--- config.mk ---
export PLATFORM = sky130hd
export DESIGN_NAME = gf_pow_seq
export DESIGN_NICKNAME = d
export VERILOG_FILES = /design/src/rtl/gf_pow_seq.sv
export SDC_FILE = /design/constraint.sdc
export NUM_CORES = 1
export LEC_CHECK = 0
export ABC_AREA = 1
export CAP_MARGIN = 5
export CORE_MARGIN = 2
export CORE_UTILIZATION = 49
export DETAILED_ROUTE_END_ITERATION = 6
export GPL_ROUTABILITY_DRIVEN = 0
export PLACE_DENSITY = 0.86
export SETUP_SLACK_MARGIN = 0.4
export SLEW_MARGIN = 20
export SYNTH_ARGS = -nofsm -noshare
export SYNTH_HDL_FRONTEND = slang
export SYNTH_SLANG_ARGS = --single-unit
--- constraint.sdc ---
create_clock -name clk -period 2.89 [get_ports clk]
set_clock_uncertainty 0.15 [all_clocks]
set_input_delay 0.289 -clock clk [delete_from_list [all_inputs] [get_ports clk]]
set_output_delay 0.289 -clock clk [all_outputs]
set_load 0.01 [all_outputs]
--- src/rtl/gf_pow_seq.sv ---
// gf_pow_seq: r = a^e over GF(2^8) by left-to-right square-and-multiply.
// Drives an external combinational GF(2^8) multiplier once per clock and
// owns that multiplier's reduction-polynomial register. a^254 = a^-1.
module gf_pow_seq #(
  parameter logic [7:0] POLY = 8'h1B
) (
  input  logic       clk,
  input  logic       rst_n,
  input  logic       start,
  input  logic [7:0] din,
  input  logic [7:0] exp_in,
  input  logic       poly_we,
  input  logic [7:0] poly_in,
  output logic       busy,
  output logic       done,
  output logic [7:0] dout,
  output logic [7:0] mul_a,
  output logic [7:0] mul_b,
  output logic [7:0] mul_g,
  output logic [7:0] mul_f,
  input  logic [7:0] mul_p
);

  typedef enum logic [1:0] {
    IDLE = 2'd0,
    SQR  = 2'd1,
    MUL  = 2'd2,
    DONE = 2'd3
  } state_t;

  state_t     state;
  logic [7:0] base;
  logic [7:0] e;
  logic [7:0] r;
  logic [2:0] idx;
  logic [7:0] poly;

  assign mul_g = poly;
  assign mul_f = '0;

  // Multiplier operands: square r in SQR, r*base in MUL, idle otherwise.
  always_comb begin
    mul_a = '0;
    mul_b = '0;
    case (state)
      SQR: begin
        mul_a = r;
        mul_b = r;
      end
      MUL: begin
        mul_a = r;
        mul_b = base;
      end
      default: begin
        mul_a = '0;
        mul_b = '0;
      end
    endcase
  end

  // Controller FSM with registered busy/done/dout and the poly register.
  // dout is loaded from mul_p on the edge entering DONE (the same value r
  // takes), so it is already valid while done is high.
  always_ff @(posedge clk or negedge rst_n) begin
    if (!rst_n) begin
      state <= IDLE;
      base  <= '0;
      e     <= '0;
      r     <= '0;
      idx   <= '0;
      poly  <= POLY;
      busy  <= 1'b0;
      done  <= 1'b0;
      dout  <= '0;
    end else begin
      case (state)
        IDLE: begin
          if (poly_we) poly <= poly_in;
          if (start) begin
            base  <= din;
            e     <= exp_in;
            r     <= 8'h01;
            idx   <= 3'd7;
            busy  <= 1'b1;
            state <= SQR;
          end
        end
        SQR: begin
          r <= mul_p;
          if (e[idx]) begin
            state <= MUL;
          end else if (idx == 3'd0) begin
            state <= DONE;
            done  <= 1'b1;
            dout  <= mul_p;
          end else begin
            idx <= idx - 3'd1;
          end
        end
        MUL: begin
          r <= mul_p;
          if (idx == 3'd0) begin
            state <= DONE;
            done  <= 1'b1;
            dout  <= mul_p;
          end else begin
            idx   <= idx - 3'd1;
            state <= SQR;
          end
        end
        DONE: begin
          done  <= 1'b0;
          busy  <= 1'b0;
          state <= IDLE;
        end
        default: begin
          state <= IDLE;
          done  <= 1'b0;
          busy  <= 1'b0;
        end
      endcase
    end
  end

endmodule

==> results of run 1 <==
==> cells in the mapped netlist <==
cell type,number
sky130_fd_sc_hd__buf_2,4
sky130_fd_sc_hd__buf_6,1
sky130_fd_sc_hd__o21ai_0,21
sky130_fd_sc_hd__nand3_4,1
sky130_fd_sc_hd__a22o_1,7
sky130_fd_sc_hd__nand2_2,3
sky130_fd_sc_hd__nand3_2,2
sky130_fd_sc_hd__o21ai_2,2
sky130_fd_sc_hd__xor2_1,1
sky130_fd_sc_hd__o211ai_2,1
sky130_fd_sc_hd__nor2_1,4
sky130_fd_sc_hd__ha_1,7
sky130_fd_sc_hd__conb_1,1
sky130_fd_sc_hd__nand2_1,85
sky130_fd_sc_hd__mux2_2,8
sky130_fd_sc_hd__nor2_2,1
sky130_fd_sc_hd__dfstp_2,4
sky130_fd_sc_hd__a21oi_4,1
sky130_fd_sc_hd__dfrtp_1,43
sky130_fd_sc_hd__nand3_1,25
sky130_fd_sc_hd__inv_2,3
sky130_fd_sc_hd__o21bai_1,1
sky130_fd_sc_hd__inv_1,27
sky130_fd_sc_hd__buf_4,9
==> through the flow <==
stage	cell area (um^2)	utilization (%)	total power [mW]	hold WS, ps	setup slack, ps
floorplan	2350	-	2.43	-157	1010
global placement	3010	64.6	3.15	302	446
detailed placement	3010	64.6	3.24	308	354
CTS	3170	68.0	3.77	31.8	377
global route	3210	68.8	4.09	341	416
finish	3210	68.8	3.79	325	485
==> timing repair <==
item,in CTS,in global routing
hold buffers,0,1
hold endpoints to repair,0,43
buffers inserted,4,0
pin swaps,1,0
gates resized for setup,6,9
setup endpoints to repair,16,8
==> layout make-up <==
| class | count | area (um^2) |
|---|---|---|
| well taps | 54 | 67.6 |
| fillers | 339 | 1450 |
| flip-flops and latches | 47 | 1180 |
| repair buffers | 75 | 751 |
| multi-input cells | 178 | 996 |
| clock inverters | 2 | 16.3 |
| clock buffers | 6 | 82.6 |
| inverters | 30 | 113 |
==> report_power, final <==
part / internal [mW] / total (mW) / switching (mW)
logic: 0.997 / 2.16 / 1.17
registers: 1.01 / 1.21 / 0.196
clock network: 0.195 / 0.422 / 0.227
total: 2.20 / 3.79 / 1.59
==> cells by family after synthesis <==
kind of cell	share of synthesized area (%)
adder cells (fa/ha/maj)	3.77
AND/OR/NAND/NOR	22.4
AO/OA/AOI/OAI	9.47
other	0.161
XOR/XNOR	0.377
flip-flops	50.8
multiplexers	3.88
buffers and inverters	9.10
==> state kept, by name, indices dropped and copies added, names as in the netlist <==
name,flops
mul_g,8
done,1
state,2
dout,8
base,8
e,8
r,8
busy,1
idx,3
==> worst register-to-register path: stages, from the launching register on <==
cell	delay, ps
sky130_fd_sc_hd__dfrtp_1	380
sky130_fd_sc_hd__inv_1	190
sky130_fd_sc_hd__ha_1	300
sky130_fd_sc_hd__nand2_2	190
sky130_fd_sc_hd__inv_1	500
sky130_fd_sc_hd__o21ai_0	240
==> worst min-delay path by stage <==
stage / endpoint / slack (ps)
global placement: dout[2] / 300
finish: dout[1] / 330
global route: dout[5] / 340
detailed placement: dout[1] / 310
CTS: r[7] / 30
floorplan: base[0] / -160
==> layer usage <==
metal	track usage, %	wire [um]
met1	28.7	2290
met2	37.1	2880
met3	5.39	332
met4	10.5	137
met5	0	0
==> results.py, run 1 <==
metrics = {
    "place": {
        "place.port_buffers": 69,
        "post-place-cells": 379,
        "hpwlAfterDp_mm": 4.16,
    },
    "layout": {
        "final_cell_mix": "85 x sky130_fd_sc_hd__nand2_1, 62 x sky130_fd_sc_hd__clkdlybuf4s50_1, 43 x sky130_fd_sc_hd__dfrtp_1, 26 x sky130_fd_sc_hd__inv_1, 25 x sky130_fd_sc_hd__nand3_1",
        "mostFrequentLayoutCell": "sky130_fd_sc_hd__nand2_1",
        "fraction_of_layout_cells_with_a_size_suffix_above_1_pct": 13.0,
        "layout.nets": 380,
        "antenna-diode-count": 0,
        "finish.cell_count_without_fillers": 392,
        "syn2layout_area_growth_pct": 37.9,
    },
    "worst_setup_path": {
        "critPathCaptureType": "output port",
        "timing.critical_path.arrival_ps": 1970,
        "crit_chain": "inv_2 > ha_4 > inv_1 > o21ai_1 > clkdlybuf4s50_1",
        "critPathTopFamily": "buffers and inverters",
        "critical_path.max_fanout": 8,
        "worst_setup_path_endpoint": "mul_b[4]",
        "critical_path.startpoint_type": "flop",
        "critical_path.n_buffers_inverters": 3,
        "endpoint_of_the_worst_register_to_register_path": "e[5]",
        "worst_path_max_delay_cell": "sky130_fd_sc_hd__clkdlybuf4s50_1",
        "slowest_delay_ps": 570,
        "r2r_slack_ps": 760,
        "cp.depth": 5,
        "critical_path.reg2reg.startpoint": "state[0]",
        "worstSetupPathType": "reg -> out",
        "crit_required_ps": 2450,
        "rr_worst_depth": 5,
        "critPathLaunch": "state[1]",
    },
    "timing": {
        "unrepaired_setup_endpoints_after_global_routing": "no",
        "finalMaxSlewViolations": 0,
        "final_hold_viol_count": 0,
        "fmax_ghz": 0.416,
        "timing.slew.headroom_pct": 59.4,
        "tns_ps": 0,
        "period_share_pct": 83.2,
        "fin_crit_ps": 2410,
        "timing_worst_slew_pin_value_ps": 608,
        "final-setup-viol-count": 0,
    },
    "hold_path": {
        "hold-path-cell-count": 2,
        "path_type_of_the_worst_min_delay_path": "reg -> reg",
        "hp-start": "dout[1]",
    },
    "power_and_ir_drop": {
        "cellLeakagePower_nw": 1.65,
        "peakVddDrop_uv": 555,
        "power.density_mw_per_mm2": 1180,
    },
    "clock_network": {
        "clock_sinks": 47,
        "cts-buffers-inserted": 5,
        "tritoncts": "yes",
        "clk_transition_reported_paths_ps": 90,
        "maximum_buffer_depth_of_the_clock_tree": 2,
        "clock_tree.htree_level_count": 2,
        "worst_skew_late_latency_ps": 310,
        "clk_tree_root_cell": "sky130_fd_sc_hd__clkbuf_8",
    },
    "logic_synthesis": {
        "area_fraction_of_the_dominant_cell_type_after_synthesis_pct": 46.3,
        "synthesis.area_per_instance_um2": 8.87,
        "synth_top_cells_by_area": "sky130_fd_sc_hd__dfrtp_1 46%, sky130_fd_sc_hd__nand2_1 14%, sky130_fd_sc_hd__nand3_1 5.4%, sky130_fd_sc_hd__dfstp_2 4.5%, sky130_fd_sc_hd__o21ai_0 4.5%",
        "synth_top_cell_by_area": "sky130_fd_sc_hd__dfrtp_1",
        "synth.distinct_cells": 24,
        "yosys_register_bits": 47,
        "yosys_warnings": 0,
        "netlist_area_mm2": 0.00232,
        "seq_area_frac_synth_pct": 50.8,
        "netlist_instances": 262,
    },
    "floorplan": {
        "placementRows": 25,
        "core_region_area_mm2": 0.00466,
        "start_util_pct": 49.9,
        "top_level_ports": 78,
        "fp.dieArea_mm2": 0.00531,
        "dieHeight_um": 72.9,
        "fp.dieW_um": 72.9,
    },
    "detailed_routing": {
        "wire_per_inst_um": 14.4,
        "vias_per_cell": 5.08,
        "dr.first_iter.drc_count": 170,
        "routed-via-count": 1991,
        "drt_drc_violations_left": 0,
        "drtPass1Iterations": 4,
        "drt-total-wl_mm": 5.64,
        "drt.antenna.violating_nets": 0,
    },
    "global_route": {
        "global_route.overflow_total": 0,
        "initial_antenna_violation_count": 0,
        "grt_pass1_vias": 1899,
        "grt_max_degree": 48,
        "grt_pass1_wl_mm": 9.01,
        "global_route.usage.total_pct": 22.7,
    },
    "run_status": {
        "run_status": "finished, final reports clean",
    },
    "run": {
        "timing.max_cap.violations": 0,
    },
}
Power figures use the tool's default switching activity.
==> run 2, diff against run 1 <==
--- a/config.mk
+++ b/config.mk
@@ -8,10 +8,10 @@
 export ABC_AREA = 1
 export CAP_MARGIN = 5
 export CORE_MARGIN = 2
-export CORE_UTILIZATION = 49
+export CORE_UTILIZATION = 41
 export DETAILED_ROUTE_END_ITERATION = 6
 export GPL_ROUTABILITY_DRIVEN = 0
-export PLACE_DENSITY = 0.86
+export PLACE_DENSITY = 0.77
 export SETUP_SLACK_MARGIN = 0.4
 export SLEW_MARGIN = 20
 export SYNTH_ARGS = -nofsm -noshare
==> constraint.sdc (replaced) <==
create_clock -name clk -period 2.2 [get_ports clk]
set_clock_uncertainty 0.15 [all_clocks]
set_input_delay 0.22 -clock clk [delete_from_list [all_inputs] [get_ports clk]]
set_output_delay 0.22 -clock clk [all_outputs]
set_load 0.01 [all_outputs]
==> run 2 against run 1 <==
- critical path depth grew 7
- global-route usage shrank 3.0 points
- largest cell class unchanged
- first-iteration DRC count shrank 12%
- sequential power grew 33%
- worst setup slack lost 310 ps
==> results.py, run 2 (synthesized netlist as in run 1, its figures left out) <==
metrics = {
    "layout": {
        "fraction_of_layout_cells_with_a_size_suffix_above_1_pct": 26.7,
        "final.fill_count": 444,
        "multiInputGateArea_mm2": 0.00106,
        "final_cell_mix": "78 x sky130_fd_sc_hd__nand2_1, 52 x sky130_fd_sc_hd__clkdlybuf4s50_1, 43 x sky130_fd_sc_hd__dfrtp_1, 22 x sky130_fd_sc_hd__inv_1, 22 x sky130_fd_sc_hd__nand3_1",
        "layout.nets": 401,
        "design_area_mm2": 0.00345,
        "syn2layout_area_growth_pct": 48.3,
        "mostFrequentLayoutCell": "sky130_fd_sc_hd__nand2_1",
        "antenna-diode-count": 0,
        "layout.area.seq_mm2": 0.00118,
        "fin_util_pct": 62.6,
    },
    "clock_network": {
        "clk_tree_root_cell": "sky130_fd_sc_hd__clkbuf_8",
        "clock_sinks": 47,
        "cts-buffers-inserted": 5,
        "worst_skew_late_latency_ps": 300,
        "clk_transition_reported_paths_ps": 90,
        "clock_tree.htree_level_count": 2,
        "maximum_buffer_depth_of_the_clock_tree": 2,
        "tritoncts": "yes",
    },
    "power_and_ir_drop": {
        "internal_power_consumption_mw": 3.28,
        "cellLeakagePower_nw": 1.70,
        "pwr-share-comb_pct": 59.9,
        "power.sequential.fraction_pct": 28.8,
        "switching_share_pct": 41.3,
        "total_switching_power_mw": 2.31,
        "peakVddDrop_uv": 719,
        "clockPowerShare_pct": 11.3,
        "power.density_mw_per_mm2": 1620,
    },
    "worst_setup_path": {
        "critical_path.reg2reg.startpoint": "state[0]",
        "endpoint_of_the_worst_register_to_register_path": "idx[1]",
        "crit_required_ps": 2280,
        "worstSetupPathType": "reg -> reg",
        "crit_chain": "inv_2 > ha_4 > buf_6 > buf_4 > buf_6 > inv_4 > o21ai_4 > inv_2 > a21oi_4 > buf_6 > nand3_1 > nand2_1",
        "r2r_slack_ps": 180,
        "critical_path.startpoint_type": "flop",
        "worst_path_max_delay_cell": "sky130_fd_sc_hd__dfrtp_1",
        "critical_path.max_fanout": 6,
        "path_common_cell": "sky130_fd_sc_hd__buf_6",
        "timing.critical_path.arrival_ps": 2110,
        "rr_worst_depth": 12,
        "slowest_delay_ps": 390,
        "critPathCaptureType": "flop",
    },
    "floorplan": {
        "dieHeight_um": 79.3,
        "start_util_pct": 42.2,
        "fp.dieArea_mm2": 0.00629,
        "placementRows": 27,
        "core_region_area_mm2": 0.00551,
        "top_level_ports": 78,
        "fp.dieW_um": 79.3,
    },
    "timing": {
        "fmax_ghz": 0.494,
        "timing_worst_slew_pin_value_ps": 611,
        "period_share_pct": 91.9,
        "fin_crit_ps": 2020,
        "unrepaired_setup_endpoints_after_global_routing": "yes",
        "finalMaxSlewViolations": 0,
        "final_hold_viol_count": 0,
        "timing.slew.headroom_pct": 59.2,
        "final-setup-viol-count": 0,
    },
    "global_route": {
        "grt_pass1_vias": 1978,
        "global_route.overflow_total": 0,
        "grt_pass1_wl_mm": 9.66,
        "initial_antenna_violation_count": 0,
        "global_route.usage.total_pct": 19.8,
        "grt_max_degree": 28,
    },
    "detailed_routing": {
        "drt-total-wl_mm": 6.02,
        "drt_drc_violations_left": 0,
        "routed-via-count": 2084,
        "wire_per_inst_um": 14.0,
        "vias_per_cell": 4.84,
        "dr.first_iter.drc_count": 149,
        "drtPass1Iterations": 4,
        "drt.antenna.violating_nets": 0,
    },
    "place": {
        "hpwlAfterDp_mm": 4.19,
        "detailed_place.area_mm2": 0.00313,
        "place.port_buffers": 69,
    },
    "hold_path": {
        "hp-start": "din[2]",
        "path_type_of_the_worst_min_delay_path": "in -> reg",
        "timing.hold.worst_endpoint": "base[2]",
        "hold-path-cell-count": 3,
    },
    "run": {
        "timing.max_cap.violations": 0,
    },
    "run_status": {
        "run_status": "finished, final reports clean",
    },
}
==> run 2: cell count changes in the layout (fill, tap and decap cells not counted), sizes merged <==
cell | before | now
bufinv | 0 | 1
buf | 6 | 37
dlymetal6s2s | 6 | 0
clkinv | 1 | 0
inv | 30 | 29
clkinvlp | 1 | 2
clkdlybuf4s50 | 62 | 52
clkdlybuf4s15 | 0 | 6
==> run 2: layer usage <==
layer | track usage (%) | vias up | wire [um]
li1 | - | 1012 | -
met1 | 24.9 | 1000 | 2520
met2 | 33.9 | 60 | 3110
met3 | 3.75 | 12 | 280
met4 | 7.07 | 0 | 112
met5 | 0 | - | 0
==> run 2: repair_timing <==
action	CTS	global route
hold buffers	1	0
endpoints found under the hold margin	25	0
cloned	1	0
resized for setup	87	16
pin swaps	4	4
setup buffers	12	1
endpoints found under the setup margin	36	52
==> run 2: power by group through the flow <==
stage | logic [mW] | registers, mW | clock network [mW]
floorplan | 1.58 | 1.62 | 0
global placement | 2.71 | 1.58 | 0
detailed placement | 2.78 | 1.59 | 0
CTS | 3.13 | 1.59 | 0.639
global route | 3.65 | 1.66 | 0.686
finish | 3.35 | 1.61 | 0.629
==> run 2: worst max path at each step <==
stage | startpoint | endpoint | slack, ps | depth (start not counted)
floorplan | state[0] | idx[2] | 410 | 10
global placement | state[0] | mul_b[3] | 40 | 6
detailed placement | state[1] | mul_b[6] | -20 | 6
CTS | state[1] | mul_b[3] | 250 | 8
global route | state[0] | idx[1] | 100 | 12
finish | state[0] | idx[1] | 180 | 12
==> run 2: critical path: cells and delay by family, from the launching register on <==
family | cells | cell delay [ps]
fa+ha+maj | 1 | 270
buf+inv | 7 | 640
simple gates | 2 | 210
flops | 1 | 390
compound gates | 2 | 280
==> run 2: through the flow <==
step                      worst slack [ps]  setup TNS, ps  cells  hold slack [ps]  power, mW
final                                  177              0    431              287       5.60
after global routing                  98.8              0    431              300       6.00
after CTS                              250              0    430              288       5.37
after detailed placement             -22.1          -31.5    408              118       4.38
after global placement                42.8              0    408              107       4.28
after floorplan                        411              0    269             -226       3.20
==> run 2: cell type report <==
cell class	count	area share, %
clock buffers	6	2.10
clock inverters	2	1.09
inverters	30	3.45
multi-input cells	178	30.7
flip-flops and latches	47	34.3
well taps	72	2.61
repair buffers	96	25.8
==> run 3, diff against run 2 <==
--- a/config.mk
+++ b/config.mk
@@ -8,10 +8,10 @@
 export ABC_AREA = 1
 export CAP_MARGIN = 5
 export CORE_MARGIN = 2
-export CORE_UTILIZATION = 41
+export CORE_UTILIZATION = 49
 export DETAILED_ROUTE_END_ITERATION = 6
 export GPL_ROUTABILITY_DRIVEN = 0
-export PLACE_DENSITY = 0.77
+export PLACE_DENSITY = 0.86
 export SETUP_SLACK_MARGIN = 0.4
 export SLEW_MARGIN = 20
 export SYNTH_ARGS = -nofsm -noshare
==> constraint.sdc (replaced) <==
create_clock -name clk -period 2.6 [get_ports clk]
set_clock_uncertainty 0.15 [all_clocks]
set_input_delay 0.26 -clock clk [delete_from_list [all_inputs] [get_ports clk]]
set_output_delay 0.26 -clock clk [all_outputs]
set_load 0.01 [all_outputs]
==> run 3 against run 2 <==
- sequential power is 16% lower
- final cell count is 7.9% lower
- utilization is 7.1 points higher
- clock power is 1% lower
- routed wire length is 6.0% lower
- sequential cell count stayed put
- design area is 5.8% lower
- die area is 16% lower
- combinational power is 29% lower
- worst setup slack better by 140 ps
- worst hold slack better by 37 ps
==> results.py, run 3 (synthesized netlist as in run 1, its figures left out) <==
metrics = {
    "clock_network": {
        "worst_skew_late_latency_ps": 300,
        "clock_tree.htree_level_count": 2,
        "clk_tree_root_cell": "sky130_fd_sc_hd__clkbuf_8",
        "clk_transition_reported_paths_ps": 80,
        "tritoncts": "yes",
        "clock_sinks": 47,
        "cts-buffers-inserted": 5,
        "maximum_buffer_depth_of_the_clock_tree": 2,
    },
    "layout": {
        "finish.cell_count_without_fillers": 397,
        "final.fill_count": 361,
        "fin_util_pct": 69.7,
        "layout.area.seq_mm2": 0.00118,
        "mostFrequentLayoutCell": "sky130_fd_sc_hd__nand2_1",
        "final_cell_mix": "85 x sky130_fd_sc_hd__nand2_1, 53 x sky130_fd_sc_hd__clkdlybuf4s50_1, 43 x sky130_fd_sc_hd__dfrtp_1, 25 x sky130_fd_sc_hd__nand3_1, 24 x sky130_fd_sc_hd__inv_1",
        "syn2layout_area_growth_pct": 39.8,
        "layout.nets": 385,
        "antenna-diode-count": 0,
        "fraction_of_layout_cells_with_a_size_suffix_above_1_pct": 16.6,
        "design_area_mm2": 0.00325,
        "multiInputGateArea_mm2": 0.00100,
    },
    "floorplan": {
        "core_region_area_mm2": 0.00466,
        "fp.dieW_um": 72.9,
        "fp.dieArea_mm2": 0.00531,
        "placementRows": 25,
        "start_util_pct": 49.9,
        "dieHeight_um": 72.9,
        "top_level_ports": 78,
    },
    "hold_path": {
        "path_type_of_the_worst_min_delay_path": "reg -> reg",
        "hold-path-cell-count": 2,
    },
    "place": {
        "place.port_buffers": 69,
        "detailed_place.area_mm2": 0.00304,
        "hpwlAfterDp_mm": 4.08,
        "post-place-cells": 382,
    },
    "detailed_routing": {
        "routed-via-count": 2013,
        "wl_met3_um": 337,
        "vias_per_cell": 5.07,
        "wire_per_inst_um": 14.3,
        "dr.first_iter.drc_count": 165,
        "drtPass1Iterations": 7,
        "maxUsedRoutingLayer": "met4",
        "drt_drc_violations_left": 0,
        "drt-total-wl_mm": 5.66,
        "drt.antenna.violating_nets": 0,
        "met2_length_mm": 2.92,
        "routedLengthMet1_mm": 2.34,
    },
    "timing": {
        "fin_crit_ps": 2290,
        "fmax_ghz": 0.437,
        "unrepaired_setup_endpoints_after_global_routing": "yes",
        "finalMaxSlewViolations": 0,
        "whs_ps": 324,
        "final_hold_viol_count": 0,
        "timing_worst_slew_pin_value_ps": 627,
        "final-setup-viol-count": 0,
        "tns_ps": 0,
        "period_share_pct": 87.9,
        "timing.slew.headroom_pct": 58.2,
    },
    "run": {
        "timing.max_cap.violations": 0,
    },
    "run_status": {
        "run_status": "finished, final reports clean",
    },
    "power_and_ir_drop": {
        "cellLeakagePower_nw": 1.68,
        "power.density_mw_per_mm2": 1340,
        "peakVddDrop_uv": 659,
    },
    "global_route": {
        "initial_antenna_violation_count": 0,
        "global_route.overflow_total": 0,
        "global_route.usage.total_pct": 22.0,
        "grt_pass1_wl_mm": 8.95,
        "grt_max_degree": 27,
        "grt_pass1_vias": 1872,
    },
    "worst_setup_path": {
        "timing.critical_path.arrival_ps": 1880,
        "critPathCaptureType": "output port",
        "rr_worst_depth": 6,
        "critical_path.max_fanout": 5,
        "critical_path.startpoint_type": "flop",
        "crit_required_ps": 2190,
        "worstSetupPathType": "reg -> out",
    },
}
==> run 3: cell count changes in the layout (fill, tap and decap cells not counted), moves of 3 or more <==
| cell | before | now |
|---|---|---|
| sky130_fd_sc_hd__dlymetal6s2s_1 | 0 | 4 |
| sky130_fd_sc_hd__nand3_1 | 22 | 25 |
| sky130_fd_sc_hd__nand2_2 | 7 | 3 |
| sky130_fd_sc_hd__clkdlybuf4s15_2 | 6 | 0 |
| sky130_fd_sc_hd__buf_6 | 8 | 0 |
| sky130_fd_sc_hd__buf_2 | 11 | 1 |
| sky130_fd_sc_hd__dlygate4sd2_1 | 0 | 6 |
| sky130_fd_sc_hd__nand3_2 | 5 | 2 |
| sky130_fd_sc_hd__nand2_1 | 78 | 85 |
| sky130_fd_sc_hd__o21ai_1 | 4 | 1 |
| sky130_fd_sc_hd__clkbuf_2 | 0 | 5 |
| sky130_fd_sc_hd__buf_4 | 17 | 10 |
| sky130_fd_sc_hd__nand2_4 | 3 | 0 |
==> run 3: final timing paths <==
check | end | slack [ps] | start
max | mul_b[4] | 310 | state[1]
min | dout[0] | 320 | dout[0]
max reg2reg | e[4] | 550 | state[1]
min reg2reg | dout[0] | 320 | dout[0]
max in group asynchronous | mul_g[3] | 1290 | rst_n
min in group asynchronous | e[1] | 350 | rst_n
==> run 3: stage by stage <==
| stage | power [mW] | setup slack, ps |
|---|---|---|
| floorplan | 2.71 | 752 |
| global placement | 3.52 | 296 |
| detailed placement | 3.61 | 223 |
| CTS | 4.29 | 241 |
| global route | 4.65 | 253 |
| finish | 4.34 | 314 |
==> run 3: repair_timing <==
action / in CTS / in global routing
pin swaps: 1 / 0
setup buffers: 3 / 3
hold buffers: 1 / 0
gates resized for setup: 18 / 23
endpoints found under the hold margin: 22 / 0
endpoints found under the setup margin: 16 / 10
==> run 3: critical path, stage by stage (launching register included) <==
cell and delay [ps]:
sky130_fd_sc_hd__dfrtp_1 410, sky130_fd_sc_hd__inv_2 120, sky130_fd_sc_hd__ha_4 200, sky130_fd_sc_hd__clkinvlp_4 140
sky130_fd_sc_hd__o21ai_2 170, sky130_fd_sc_hd__clkdlybuf4s50_1 550
==> run 3: metal layers <==
metal,vias to the layer above,global-route usage [%]
li1,981,-
met1,951,29.4
met2,75,37.1
met3,6,4.14
met4,0,5.56
met5,-,0
==> run 3: layout make-up <==
type / count / share of cell area (%)
clock inverters: 2 / 1.85
inverters: 30 / 3.58
well taps: 54 / 2.08
flip-flops and latches: 47 / 36.3
clock buffers: 6 / 2.23
multi-input cells: 178 / 30.9
repair buffers: 80 / 23.0
==> run 3: power by group <==
group | internal (mW) | switching [mW]
Combinational | 1.07 | 1.31
Clock | 0.384 | 0.239
Sequential | 1.12 | 0.221
